## config.mk

```make
export PLATFORM = sky130hd
export DESIGN_NAME = rate_counter_gen
export DESIGN_NICKNAME = d
export VERILOG_FILES = /design/src/rtl/rate_counter_pkg.sv /design/src/rtl/rate_counter_gen_divider.sv /design/src/rtl/rate_counter_gen.sv
export SDC_FILE = /design/constraint.sdc
export NUM_CORES = 1
export LEC_CHECK = 0
export BUFFER_PORTS_ARGS = -buffer_cell sky130_fd_sc_hd__buf_4
export CORE_ASPECT_RATIO = 0.5
export CORE_UTILIZATION = 40
export CTS_BUF_LIST = sky130_fd_sc_hd__clkbuf_8
export DETAILED_ROUTE_END_ITERATION = 10
export MAX_ROUTING_LAYER = met4
export PLACE_DENSITY_LB_ADDON = 0.08
export SLEW_MARGIN = 20
export SYNTH_ARGS = -nofsm -noshare
export SYNTH_HDL_FRONTEND = slang
export SYNTH_HIERARCHICAL = 1
export SYNTH_SLANG_ARGS = --single-unit
```

## constraint.sdc

```tcl
create_clock -name ClockIn -period 3.5 [get_ports ClockIn]
set_clock_uncertainty 0.05 [all_clocks]
set_input_delay 0 -clock ClockIn [delete_from_list [all_inputs] [get_ports ClockIn]]
set_output_delay 0 -clock ClockIn [all_outputs]
set_load 0.01 [all_outputs]
```

## src/rtl/rate_counter_pkg.sv

```systemverilog
// Shared speed encodings and period/width helpers for the rate-divided counter.
package rate_counter_pkg;

  typedef enum logic [1:0] {
    SPEED_FULL    = 2'b00,
    SPEED_1HZ     = 2'b01,
    SPEED_HALF    = 2'b10,
    SPEED_QUARTER = 2'b11
  } speed_e;

  // Wide enough to hold the slowest period minus one.
  function automatic int unsigned divider_width(input int unsigned freq);
    return 32'($clog2(4 * freq)) + 32'd1;
  endfunction

  // Divider period in ClockIn cycles; callers cast down to their divider width.
  function automatic logic [31:0] period(input logic [1:0] speed, input int unsigned freq);
    logic [31:0] p;
    p = 32'd1;
    case (speed)
      SPEED_FULL:    p = 32'd1;
      SPEED_1HZ:     p = 32'(freq);
      SPEED_HALF:    p = 32'(2 * freq);
      SPEED_QUARTER: p = 32'(4 * freq);
      default:       p = 32'd1;
    endcase
    return p;
  endfunction

endpackage

```

## src/rtl/rate_counter_gen_divider.sv

```systemverilog
// Programmable clock-enable divider: down-counter, registered speed copy and tick decode.
module rate_divider_gen
  import rate_counter_pkg::*;
#(
  parameter int unsigned CLOCK_FREQUENCY = 50000000
) (
  input  logic       ClockIn,
  input  logic       Reset,
  input  logic [1:0] Speed,
  input  logic       Enable,
  input  logic       Restart,
  output logic       Tick
);

  localparam int unsigned DW = divider_width(CLOCK_FREQUENCY);

  logic [DW-1:0] div_q, div_d, reload_c;
  logic [1:0]    speed_q, speed_d;
  logic          speed_changed_c;

  assign reload_c        = DW'(period(Speed, CLOCK_FREQUENCY) - 32'd1);
  assign speed_changed_c = (Speed != speed_q);
  assign Tick            = (div_q == '0) && Enable && !speed_changed_c && !Restart;

  // A restart or speed change always reloads, even while paused.
  always_comb begin
    div_d   = div_q;
    speed_d = speed_q;
    if (Restart || speed_changed_c) begin
      div_d   = reload_c;
      speed_d = Speed;
    end else if (Enable) begin
      div_d = (div_q == '0) ? reload_c : div_q - DW'(1);
    end
  end

  always_ff @(posedge ClockIn) begin
    if (Reset) begin
      div_q   <= reload_c;
      speed_q <= Speed;
    end else begin
      div_q   <= div_d;
      speed_q <= speed_d;
    end
  end

endmodule

```

## src/rtl/rate_counter_gen.sv

```systemverilog
// Rate-divided up/down counter with load, pause, wrap/saturate and terminal pulse.
module rate_counter_gen
  import rate_counter_pkg::*;
#(
  parameter int unsigned CLOCK_FREQUENCY = 50000000,
  parameter int unsigned WIDTH           = 4
) (
  input  logic             ClockIn,
  input  logic             Reset,
  input  logic [1:0]       Speed,
  input  logic             Enable,
  input  logic             Dir,
  input  logic             Saturate,
  input  logic             Load,
  input  logic [WIDTH-1:0] LoadValue,
  output logic [WIDTH-1:0] CounterValue,
  output logic             Tick,
  output logic             Terminal
);

  localparam logic [WIDTH-1:0] COUNT_MAX = '1;

  logic [WIDTH-1:0] count_q, count_d;
  logic             terminal_q, terminal_d;
  logic             tick_c;

  rate_divider_gen #(
    .CLOCK_FREQUENCY(CLOCK_FREQUENCY)
  ) u_divider (
    .ClockIn (ClockIn),
    .Reset   (Reset),
    .Speed   (Speed),
    .Enable  (Enable),
    .Restart (Load),
    .Tick    (tick_c)
  );

  // Load beats a step; a step at either limit wraps or clamps and flags Terminal.
  always_comb begin
    count_d    = count_q;
    terminal_d = 1'b0;
    if (Load) begin
      count_d = LoadValue;
    end else if (tick_c) begin
      if (Dir) begin
        if (count_q == COUNT_MAX) begin
          count_d    = Saturate ? COUNT_MAX : '0;
          terminal_d = 1'b1;
        end else begin
          count_d = count_q + WIDTH'(1);
        end
      end else begin
        if (count_q == '0) begin
          count_d    = Saturate ? '0 : COUNT_MAX;
          terminal_d = 1'b1;
        end else begin
          count_d = count_q - WIDTH'(1);
        end
      end
    end
  end

  always_ff @(posedge ClockIn) begin
    if (Reset) begin
      count_q    <= '0;
      terminal_q <= 1'b0;
    end else begin
      count_q    <= count_d;
      terminal_q <= terminal_d;
    end
  end

  assign CounterValue = count_q;
  assign Terminal     = terminal_q;
  assign Tick         = tick_c;

endmodule

```

* Word level (Yosys, flattened, before mapping) *
Cells that the tools add are included.

cells by class
  bitwise logic cells = 1
  reduce and logical (&&, ||, !) cells = 13
  add/sub/neg operators = 4
  multiplexer cells = 17
  equal/unequal tests = 5

operators by type and width
  operator                                                              number
  29-bit 2-to-1 mux                                                     4
  29-bit one-hot mux with 4 select lines                                1
  29-bit by 1-bit subtractor with 29-bit output, second input constant  2
  29-bit zero test                                                      1
  4-bit 2-to-1 mux                                                      7
  4-bit by 1-bit adder with 4-bit output, second input constant         1
  2-bit == test, second input constant                                  2
  4-bit == test, second input constant                                  1
  4-bit zero test                                                       1
  2-bit 2-to-1 mux                                                      2
  2-bit nonzero test                                                    2
  4-bit by 1-bit subtractor with 4-bit output, second input constant    1
  1-bit logical AND                                                     3
  1-bit 2-to-1 mux                                                      3
  3-bit nonzero test                                                    1
  3-bit OR reduction                                                    1
  2-bit by 1-bit == test with 1-bit output, second input constant       1
  1-bit zero test                                                       2
  2-bit zero test                                                       1
  2-bit inequality test                                                 1
  1-bit logical OR                                                      1
  1-bit inverter                                                        1

storage, ports and cells
  input bits = 12
  output and inout port bits = 6
  logic and storage cells = 44
  flip-flop bits (word level) = 36

* Logic depth before layout (Yosys ltp) *
Gate-level depths: netlist (run 1).

  depth after elaboration = 7
  gate-level depth with buffers = 10
  gate-level depth less buffers = 10

* Modules after synthesis *
Netlist (run 1), hierarchy kept.

modules (own cells, without submodules)
  module            area an instance (µm²)  cells each  sequential area each (µm²)  instances
  rate_divider_gen  1854.3                  164         930.9                       1
  rate_counter_gen  454.2                   59          100.1                       1

* Least setup slack after synthesis (run 1) *
OpenSTA, ideal clock, no wires.

  path kind = reg-to-reg
  start point = register u_divider.div_q[0]
  end point = register count_q[3], in the netlist CounterValue[3]
  cell stages (with the launch flop) = 11
  library setup time = 70 ps
  slack = 588 ps
  period minus slack after synthesis = 2912 ps
  arrival time = 2792 ps
  buffers on the path = 0
  data required time = 3380 ps
  cell sequence = edfxtp_1 > inv_1 > ha_1 > or4b_1 > nand4b_1 > nor4_1 > and4b_1 > nand2b_1 > or2_2 > a21oi_1 > o2bb2ai_1

between the ends
  longest elaborated chain between the ends = 5

ends and longest elaborated chain
  element                              RTL line                        text
  start, declared                      rate_counter_gen_divider.sv:17  logic [DW-1:0] div_q, div_d, reload_c;
  start signal, assigned               rate_counter_gen_divider.sv:39  div_q <= reload_c;
  start signal, assigned               rate_counter_gen_divider.sv:42  div_q <= div_d;
  29-bit zero test                     rate_counter_gen_divider.sv:23  assign Tick = (div_q == '0) && Enable && !speed_changed_c && !Restart;
  1-bit logical AND (3 in a row)       rate_counter_gen_divider.sv:23
  via Tick                             rate_counter_gen.sv:17          output logic Tick,
  2-bit nonzero test (no source line)  -
  end signal, assigned                 rate_counter_gen.sv:68          count_q <= count_d;
  end, declared                        rate_counter_gen.sv:23          logic [WIDTH-1:0] count_q, count_d;

The timed path passes the listed nets, and every way through them passes these cells.
A chain may end at the register's enable or synchronous reset.

* Worst setup path in the final report (run 1) *
  start point = register u_divider.div_q[0]
  end point = register count_q[3], in the netlist CounterValue[3]

between the ends
  longest elaborated chain between the ends = 5

ends and longest elaborated chain
  element                              RTL line
  29-bit zero test                     rate_counter_gen_divider.sv:23
  1-bit logical AND (3 in a row)       rate_counter_gen_divider.sv:23
  2-bit nonzero test (no source line)  -

No other way between the ends.

==> results of run 1 <==
-- tightest hold or removal path, cell delays in order --
cell,delay [ps]
buf_4,140
o31ai_1,80
a21oi_1,100
-- sequential cells by signal, indices dropped and copies added, names as in the netlist, named ones only --
register / cells
Terminal: 1
u_divider/speed_q: 2
u_divider/div_q: 28
CounterValue: 4
-- per-layer routing --
metal	up-vias	global-route usage	wire length (µm)
met2	17	0.266	1960
met4	0	0.0571	51
met5	-	-	0
li1	875	-	-
met3	8	0.0433	140
met1	807	0.220	2410
-- final timing paths --
path / depth (start not counted) / endpoint / from / slack, ps
worst min-delay path: 3 / CounterValue[2]$_SDFFE_PP0P_ / Load / 10
worst min register to register: 2 / u_divider/div_q[28]$_DFFE_PP_ / u_divider/div_q[28]$_DFFE_PP_ / 560
worst max register to register: 10 / CounterValue[3]$_SDFFE_PP0P_ / u_divider/div_q[0]$_DFFE_PP_ / 320
worst max-delay path: 10 / CounterValue[3]$_SDFFE_PP0P_ / u_divider/div_q[0]$_DFFE_PP_ / 320
-- through the flow --
step | total power [mW] | hold WS [ps] | instances | instance area (µm²) | worst slack [ps]
detailed placement | 0.692 | 168 | 308 | 2470 | 306
finish | 1.07 | 12.0 | 326 | 2690 | 316
floorplan | 0.652 | 19.1 | 223 | 2310 | 588
global route | 1.12 | 19.2 | 326 | 2690 | 31.0
CTS | 1.08 | 1.70 | 326 | 2690 | 296
global placement | 0.691 | 166 | 308 | 2470 | 356
-- final cells by class --
class | count | area [µm²] | share of cell area
flip-flops and latches | 36 | 1030 | 0.384
inverters | 9 | 33.8 | 0.0126
clock inverters | 3 | 42.5 | 0.0158
repair buffers | 31 | 258 | 0.0960
well taps | 73 | 91.3 | 0.0340
multi-input cells | 169 | 1160 | 0.432
clock buffers | 5 | 68.8 | 0.0256
-- layout by cell type, fill, tap and decap left out, types with 8 or more instances in the layout --
| cell type | count |
|---|---|
| xnor2_1 | 17 |
| edfxtp_1 | 31 |
| ha_1 | 8 |
| dlygate4sd3_1 | 10 |
| xor2_1 | 8 |
| a21oi_1 | 31 |
| inv_1 | 9 |
| buf_4 | 21 |
| nor2_1 | 18 |
| nor4_1 | 10 |
-- logic make-up after synthesis --
kind of cell,after synthesis,share of synthesized area
compound gates,50,0.139
buf+inv,18,0.0509
mux,4,0.0184
simple gates,82,0.207
xor+xnor,25,0.0949
flops,36,0.447
fa+ha+maj,8,0.0434
-- where the power goes --
part	switching [mW]	internal [mW]	total, mW
Clock	0.163	0.211	0.374
Sequential	0.0361	0.506	0.543
Combinational	0.0727	0.0764	0.149
-- timing repair --
action	CTS	global route
resized for setup	0	0
hold buffers	10	0
setup endpoints to repair	0	0
endpoints found under the hold margin	7	0
==> flow_summary.ini, run 1 <==
[clocking]
numCtsBuffers = 5
cts_root_buffer = clkbuf_8
cts_sinks = 36
clk_latency_ps = 300
cts_tree = yes
cts_setup_buffers = 0
htreeDepth = 2
clk_pin_slew_ps = 80
cts_buffer_depth = 2

[worst_setup_path]
required_ps = 3690
worstPathCellList = inv_1 > ha_1 > or4b_1 > nand4b_1 > nor4_1 > and4b_1 > nand2b_1 > or2_2 > a21oi_1 > o2bb2ai_1
crit_type = register to register
cp-end-kind = register
critical-path-max-stage-delay_ps = 540
start_kind = register
worst_path_max_delay_cell = or4b_1
cp.buffers_inverters = 1
arrival_ps = 3370
critPathTopFamily = simple AND/OR/NAND/NOR gates
critPathMaxFanout = 7

[place]
gp_congestion = 0.799
dpl.hpwl_um = 3150
port-buffer-count = 17

[sta]
setup-violations-final = 0
relSlewSlack = 0.482
tightestPinTransition_ps = 777
finalMaxSlewViolations = 0
period_minus_slack_ps = 3180
clock.fmax_mhz = 314
fin_crit_sh = 0.910
rsz0062_at_grt = no
fin_tns_setup_ps = 0
hold_viol_final = 0

[yosys]
synth.largest_area_cell = edfxtp_1
synth_edf_count = 31
ys_ff_latch = 36
synthCells = 223
ys_types = 52
ys_top_cells_by_area = edfxtp_1, a21oi_1, xnor2_1
seq_area_frac_synth = 0.447
syn_area_mm2 = 0.00231
synth-warning-count = 6
async_flop_share = 0
synth_flop_cell = edfxtp_1
synth_top_cell_area_share = 0.403
synth.avg_cell_area_um2 = 10.4
syn_nets = 243
synth_common_cells = a21oi_1, edfxtp_1, nor2_1

[finish]
fillers = 530
nets = 272
post-route-util = 0.487
antennaDiodeCount = 0
drive_gt1_frac = 0.182
synthToLayoutAreaGrowth_pct = 16.3

[route]
postRouteAntennaNets = 0
drc = 0
via_count = 1707
viasPerCell = 5.24
first_pass_iters = 4
routed_wl_um = 4560
drt_iter0_markers = 90
routedWlPerCell_um = 14.0

[global_route]
antenna_found_initial = 0
grt_use_total = 0.172
grt_max_degree = 30
grt_overflow = 0
grt_first_pass_wirelength_um = 7820
grt_pass1_vias = 1703

[floorplanning]
die_area_mm2 = 0.00610
ios = 18
die_x_um = 109
placementRows = 19
core_mm2 = 0.00552
initial_utilization = 0.419
die_h_um = 55.7

[min_path]
hold_class = input pin to register

[power_and_ir_drop]
max-vdd-ir-drop_v = 0.000196
p_leak_nw = 0.963
p_per_area_mw_per_mm2 = 397

[outcome]
status = finished, final reports clean

[job]
max_cap_viol_count = 0
No activity file was read; power rests on OpenSTA's default activity.
==> inputs of run 2 (changes only) <==
--- a/config.mk
+++ b/config.mk
@@ -5,6 +5,7 @@
 export SDC_FILE = /design/constraint.sdc
 export NUM_CORES = 1
 export LEC_CHECK = 0
+export ABC_AREA = 1
 export BUFFER_PORTS_ARGS = -buffer_cell sky130_fd_sc_hd__buf_4
 export CORE_ASPECT_RATIO = 0.5
 export CORE_UTILIZATION = 40
==> flow_summary.ini, run 2 <==
[route]
viasPerCell = 4.75
via_count = 2184
first_pass_iters = 4
routedWlPerCell_um = 12.7
postRouteAntennaNets = 0
drt_iter0_markers = 112
drc = 0
routed_wl_um = 5860

[clocking]
cts_sinks = 36
cts_buffer_depth = 2
cts_setup_buffers = 0
clk_pin_slew_ps = 80
cts_root_buffer = clkbuf_8
clk_latency_ps = 290
htreeDepth = 2
cts_tree = yes
numCtsBuffers = 5

[yosys]
synth-warning-count = 6
syn_nets = 362
ys_top_cells_by_area = edfxtp_1, nand2_1, nor2_1
synth.largest_area_cell = edfxtp_1
syn_area_mm2 = 0.00256
synthCells = 342
async_flop_share = 0
synth_edf_count = 31
ys_types = 25
synth_common_cells = nand2_1, nor2_1, inv_1
synth.avg_cell_area_um2 = 7.47
synth_top_cell_area_share = 0.364
seq_area_frac_synth = 0.403
post-synth-top-count-cell = nand2_1
ys_ff_latch = 36
synth_flop_cell = edfxtp_1

[floorplanning]
ios = 18
core_mm2 = 0.00611
placementRows = 20
initial_utilization = 0.419
die_x_um = 115
die_h_um = 58.5
die_area_mm2 = 0.00673

[worst_setup_path]
required_ps = 3680
start_kind = register
worstPathCellList = inv_1 > ha_1 > nand2_2 > nor3_1 > nand2_1 > nor2_1 > nand2_1 > nor3_2 > inv_1 > nor2_1 > nand3_1 > a21oi_1 > dlygate4sd3_1
arrival_ps = 3240
crit_type = register to register
cp.buffers_inverters = 3
critical-path-max-stage-delay_ps = 570
ff2ff_setup_slack_ps = 440
r2r_end = CounterValue[3]$_SDFFE_PP0P_
critPathTopFamily = simple AND/OR/NAND/NOR gates
r2r-start = u_divider/div_q[0]$_DFFE_PP_
worst_path_max_delay_cell = dlygate4sd3_1
rr_worst_depth = 13
critPathMaxFanout = 4
cp-end-kind = register

[sta]
rsz0062_at_grt = no
fin_crit_sh = 0.875
clock.fmax_mhz = 327
period_minus_slack_ps = 3060
hold_ws_ps = 19.7
fin_tns_setup_ps = 0
tightestPinTransition_ps = 463
finalMaxSlewViolations = 0
relSlewSlack = 0.689
hold_viol_final = 0
setup-violations-final = 0

[power_and_ir_drop]
seq_power_share = 0.546
switching_share = 0.285
p_per_area_mw_per_mm2 = 339
power.internal_mw = 0.706
p_leak_nw = 1.26
netSwitchingPower_mw = 0.282
pwr-share-clk = 0.283
p_comb_frac = 0.171
max-vdd-ir-drop_v = 0.000116

[global_route]
grt_use_total = 0.197
grt_pass1_vias = 2087
grt_max_degree = 30
antenna_found_initial = 0
grt_overflow = 0
grt_first_pass_wirelength_um = 9710

[min_path]
hold_class = input pin to register
min_from = LoadValue[2]
holdPathStages = 3
min_to = CounterValue[2]$_SDFFE_PP0P_

[job]
max_cap_viol_count = 0

[place]
dpl.hpwl_um = 4490
gp_congestion = 0.923
port-buffer-count = 17

[finish]
fillers = 628
largest_reg_flops = 28
final_cell_mix = nand2_1, nor2_1, inv_1
synthToLayoutAreaGrowth_pct = 14.2
nets = 391
drive_gt1_frac = 0.105
final_common_cell = nand2_1
largest_register = u_divider/div_q
antennaDiodeCount = 0

[outcome]
status = finished, final reports clean
==> run 2: changes by cell type after synthesis, moves of 5 or more <==
| cell | change |
|---|---|
| a21oi_1 | -26 |
| inv_1 | +33 |
| nand2_1 | +90 |
| nand2b_1 | -5 |
| nand3_1 | +14 |
| nor2_1 | +45 |
| nor2_2 | +6 |
| nor4_1 | -10 |
| o21ai_0 | +8 |
| or3_1 | -5 |
==> run 2: layout make-up <==
class                   count  area [µm²]  area share
well taps                  88         110      0.0377
inverters                  43         161      0.0553
multi-input cells         260        1330       0.456
clock inverters             3        12.5     0.00429
repair buffers             25         205      0.0703
flip-flops and latches     36        1030       0.353
clock buffers               5        68.8      0.0236
==> run 2: power groups by stage <==
stage / registers [mW] / logic [mW] / clock network (mW)
4_1_cts: 0.540 / 0.168 / 0.290
3_3_place_gp: 0.548 / 0.160 / 0
3_5_place_dp: 0.549 / 0.162 / 0
6_report: 0.540 / 0.169 / 0.279
5_1_grt: 0.545 / 0.193 / 0.314
2_1_floorplan: 0.538 / 0.121 / 0
==> run 2: routing by layer <==
layer | GRT usage | wire length (µm) | vias up
met1 | 0.258 | 3010 | 985
met4 | 0.0612 | 85 | 0
met5 | - | 0 | -
met2 | 0.310 | 2580 | 42
li1 | - | - | 1147
met3 | 0.0412 | 183 | 10
==> run 2: repair_timing <==
item / in CTS / in global routing
resized for setup: 0 / 0
hold buffers: 7 / 0
hold endpoints to repair: 7 / 0
==> run 2: how the worst max path moves through the flow <==
| stage | startpoint | to | slack [ps] | cells past startpoint |
|---|---|---|---|---|
| 2_1_floorplan | u_divider/div_q[0]$_DFFE_PP_ | CounterValue[3]$_SDFFE_PP0P_ | 1370 | 12 |
| 6_report | u_divider/div_q[0]$_DFFE_PP_ | CounterValue[3]$_SDFFE_PP0P_ | 440 | 13 |
| 3_3_place_gp | u_divider/div_q[0]$_DFFE_PP_ | CounterValue[2]$_SDFFE_PP0P_ | 1180 | 12 |
| 3_5_place_dp | u_divider/div_q[0]$_DFFE_PP_ | CounterValue[1]$_SDFFE_PP0P_ | 1070 | 12 |
| 4_1_cts | u_divider/div_q[0]$_DFFE_PP_ | Terminal$_SDFF_PP0_ | 520 | 13 |
| 5_1_grt | u_divider/div_q[0]$_DFFE_PP_ | Terminal$_SDFF_PP0_ | 180 | 13 |
==> run 2: cell families (layout without fill, tap and decap cells) <==
family,Yosys count,count (layout),share of synthesized area
simple gates,202,202,0.344
buf+inv,46,76,0.0764
flops,36,36,0.403
compound gates,27,27,0.0587
xor+xnor,23,23,0.0788
fa+ha+maj,8,8,0.0392
==> run 2: per-stage QoR <==
step                 util  instance area (µm²)  std cells  power [mW]  worst slack (ps)
finish              0.478                 2920        460       0.988               437
floorplan               -                 2560        342       0.660              1370
CTS                 0.478                 2920        460       0.998               518
global route        0.478                 2920        460        1.05               176
detailed placement  0.453                 2770        445       0.711              1070
global placement    0.453                 2770        445       0.709              1180
==> run 2: worst min-delay path, stage by stage <==
cell	delay, ps
buf_4	80
a22oi_1	70
a21oi_1	170
==> inputs of run 3 (changes only) <==
==> constraint.sdc (replaced) <==
create_clock -name ClockIn -period 3.2 [get_ports ClockIn]
set_clock_uncertainty 0.05 [all_clocks]
set_input_delay 0 -clock ClockIn [delete_from_list [all_inputs] [get_ports ClockIn]]
set_output_delay 0 -clock ClockIn [all_outputs]
set_load 0.01 [all_outputs]
==> flow_summary.ini, run 3 (synthesized netlist as in run 2, its figures left out) <==
[sta]
fin_tns_setup_ps = 0
tightestPinTransition_ps = 446
hold_viol_final = 0
fin_crit_sh = 0.895
setup-violations-final = 0
period_minus_slack_ps = 2860
clock.fmax_mhz = 349
fin_ws_ps = 337
rsz0062_at_grt = no
relSlewSlack = 0.701
finalMaxSlewViolations = 0

[finish]
nets = 393
finalInstanceArea_mm2 = 0.00295
fillers = 636
largest_register = u_divider/div_q
multiInputGateArea_mm2 = 0.00134
final_common_cell = nand2_1
synthToLayoutAreaGrowth_pct = 15.4
regArea_mm2 = 0.00103
final_cell_mix = nand2_1, nor2_1, inv_1
drive_gt1_frac = 0.107
antennaDiodeCount = 0
largest_reg_flops = 28

[floorplanning]
die_x_um = 115
core_mm2 = 0.00611
initial_utilization = 0.419
die_h_um = 58.5
die_area_mm2 = 0.00673
ios = 18
placementRows = 20

[place]
placed_area_mm2 = 0.00277
place_ws_ps = 764
gp_congestion = 0.923
port-buffer-count = 17
dpl.hpwl_um = 4500

[worst_setup_path]
cp-end-kind = register
critPathMaxFanout = 4
required_ps = 3370
start_kind = register
arrival_ps = 3030
crit_type = register to register

[route]
viasPerCell = 4.76
postRouteAntennaNets = 0
drc = 0
routedWlPerCell_um = 12.6
via_count = 2199
first_pass_iters = 4
drt_iter0_markers = 107
routed_wl_um = 5820

[global_route]
grt_max_degree = 30
antenna_found_initial = 0
grt_first_pass_wirelength_um = 9670
grt_pass1_vias = 2028
grt_use_total = 0.195
grt_overflow = 0

[clocking]
cts_buffer_depth = 2
clk_pin_slew_ps = 80
htreeDepth = 2
cts_sinks = 36
numCtsBuffers = 5
cts_root_buffer = clkbuf_8
clk_latency_ps = 290
cts_tree = yes

[power_and_ir_drop]
p_per_area_mw_per_mm2 = 369
max-vdd-ir-drop_v = 0.000136
p_leak_nw = 1.27
p_comb_frac = 0.172
pwr-share-clk = 0.285
netSwitchingPower_mw = 0.313
switching_share = 0.288
power.internal_mw = 0.774
seq_power_share = 0.543

[min_path]
hold_class = input pin to register

[outcome]
status = finished, final reports clean

[job]
max_cap_viol_count = 0
run 3: what timing repair did:
action,4_1_cts,5_1_grt
gates resized for setup,0,2
setup endpoints to repair,0,2
endpoints found under the hold margin,7,0
setup buffers,0,0
hold buffers,9,0
run 3: stage by stage:
step | hold slack [ps] | power [mW] | instances | util
after CTS | 37.6 | 1.10 | 462 | 0.481
final | 42.9 | 1.09 | 462 | 0.483
after floorplan | 19.1 | 0.722 | 342 | -
after global placement | 160 | 0.775 | 445 | 0.453
after global routing | 64.9 | 1.16 | 462 | 0.483
after detailed placement | 161 | 0.778 | 445 | 0.453
run 3: final timing paths:
check                                 from                            end  slack [ps]  cells past startpoint
max reg2reg   u_divider/div_q[0]$_DFFE_PP_            Terminal$_SDFF_PP0_         340                     13
min reg2reg  u_divider/div_q[10]$_DFFE_PP_  u_divider/div_q[10]$_DFFE_PP_         620                      2
min                                   Load   CounterValue[0]$_SDFFE_PP0P_          40                      3
max           u_divider/div_q[0]$_DFFE_PP_            Terminal$_SDFF_PP0_         340                     13
run 3: power by group through the flow:
| stage | sequential, mW | clock (mW) | combinational [mW] |
|---|---|---|---|
| global placement | 0.600 | 0 | 0.175 |
| global route | 0.596 | 0.347 | 0.214 |
| detailed placement | 0.600 | 0 | 0.177 |
| finish | 0.590 | 0.310 | 0.187 |
| floorplan | 0.589 | 0 | 0.133 |
| CTS | 0.590 | 0.321 | 0.186 |
run 3: metal layers:
metal  up-vias  track usage  share of wire
met5         -            -              0
li1       1154            -              -
met3         6       0.0371          0.041
met4         0       0.0501         0.0069
met1       987        0.261           0.51
met2        52        0.307           0.44
run 3: area by class of cell:
| class | count | share of cell area |
|---|---|---|
| Sequential cell | 36 | 0.349 |
| Timing Repair Buffer | 27 | 0.0763 |
| Inverter | 43 | 0.0547 |
| Clock buffer | 5 | 0.0233 |
| Tap cell | 88 | 0.0373 |
| Multi-Input combinational cell | 260 | 0.455 |
| Clock inverter | 3 | 0.00424 |
run 3: critical path, cell delays in order, from the launching register on:
cell and delay (ps):
edfxtp_1 380, inv_1 120, ha_1 250, nand2_2 140, nor3_4 270, nand2_1 90, nor2_1 140, nand2_1 90
nor3_2 190, inv_1 90, nor3_1 220, nand2_1 80, dlygate4sd3_1 570, a21oi_1 110
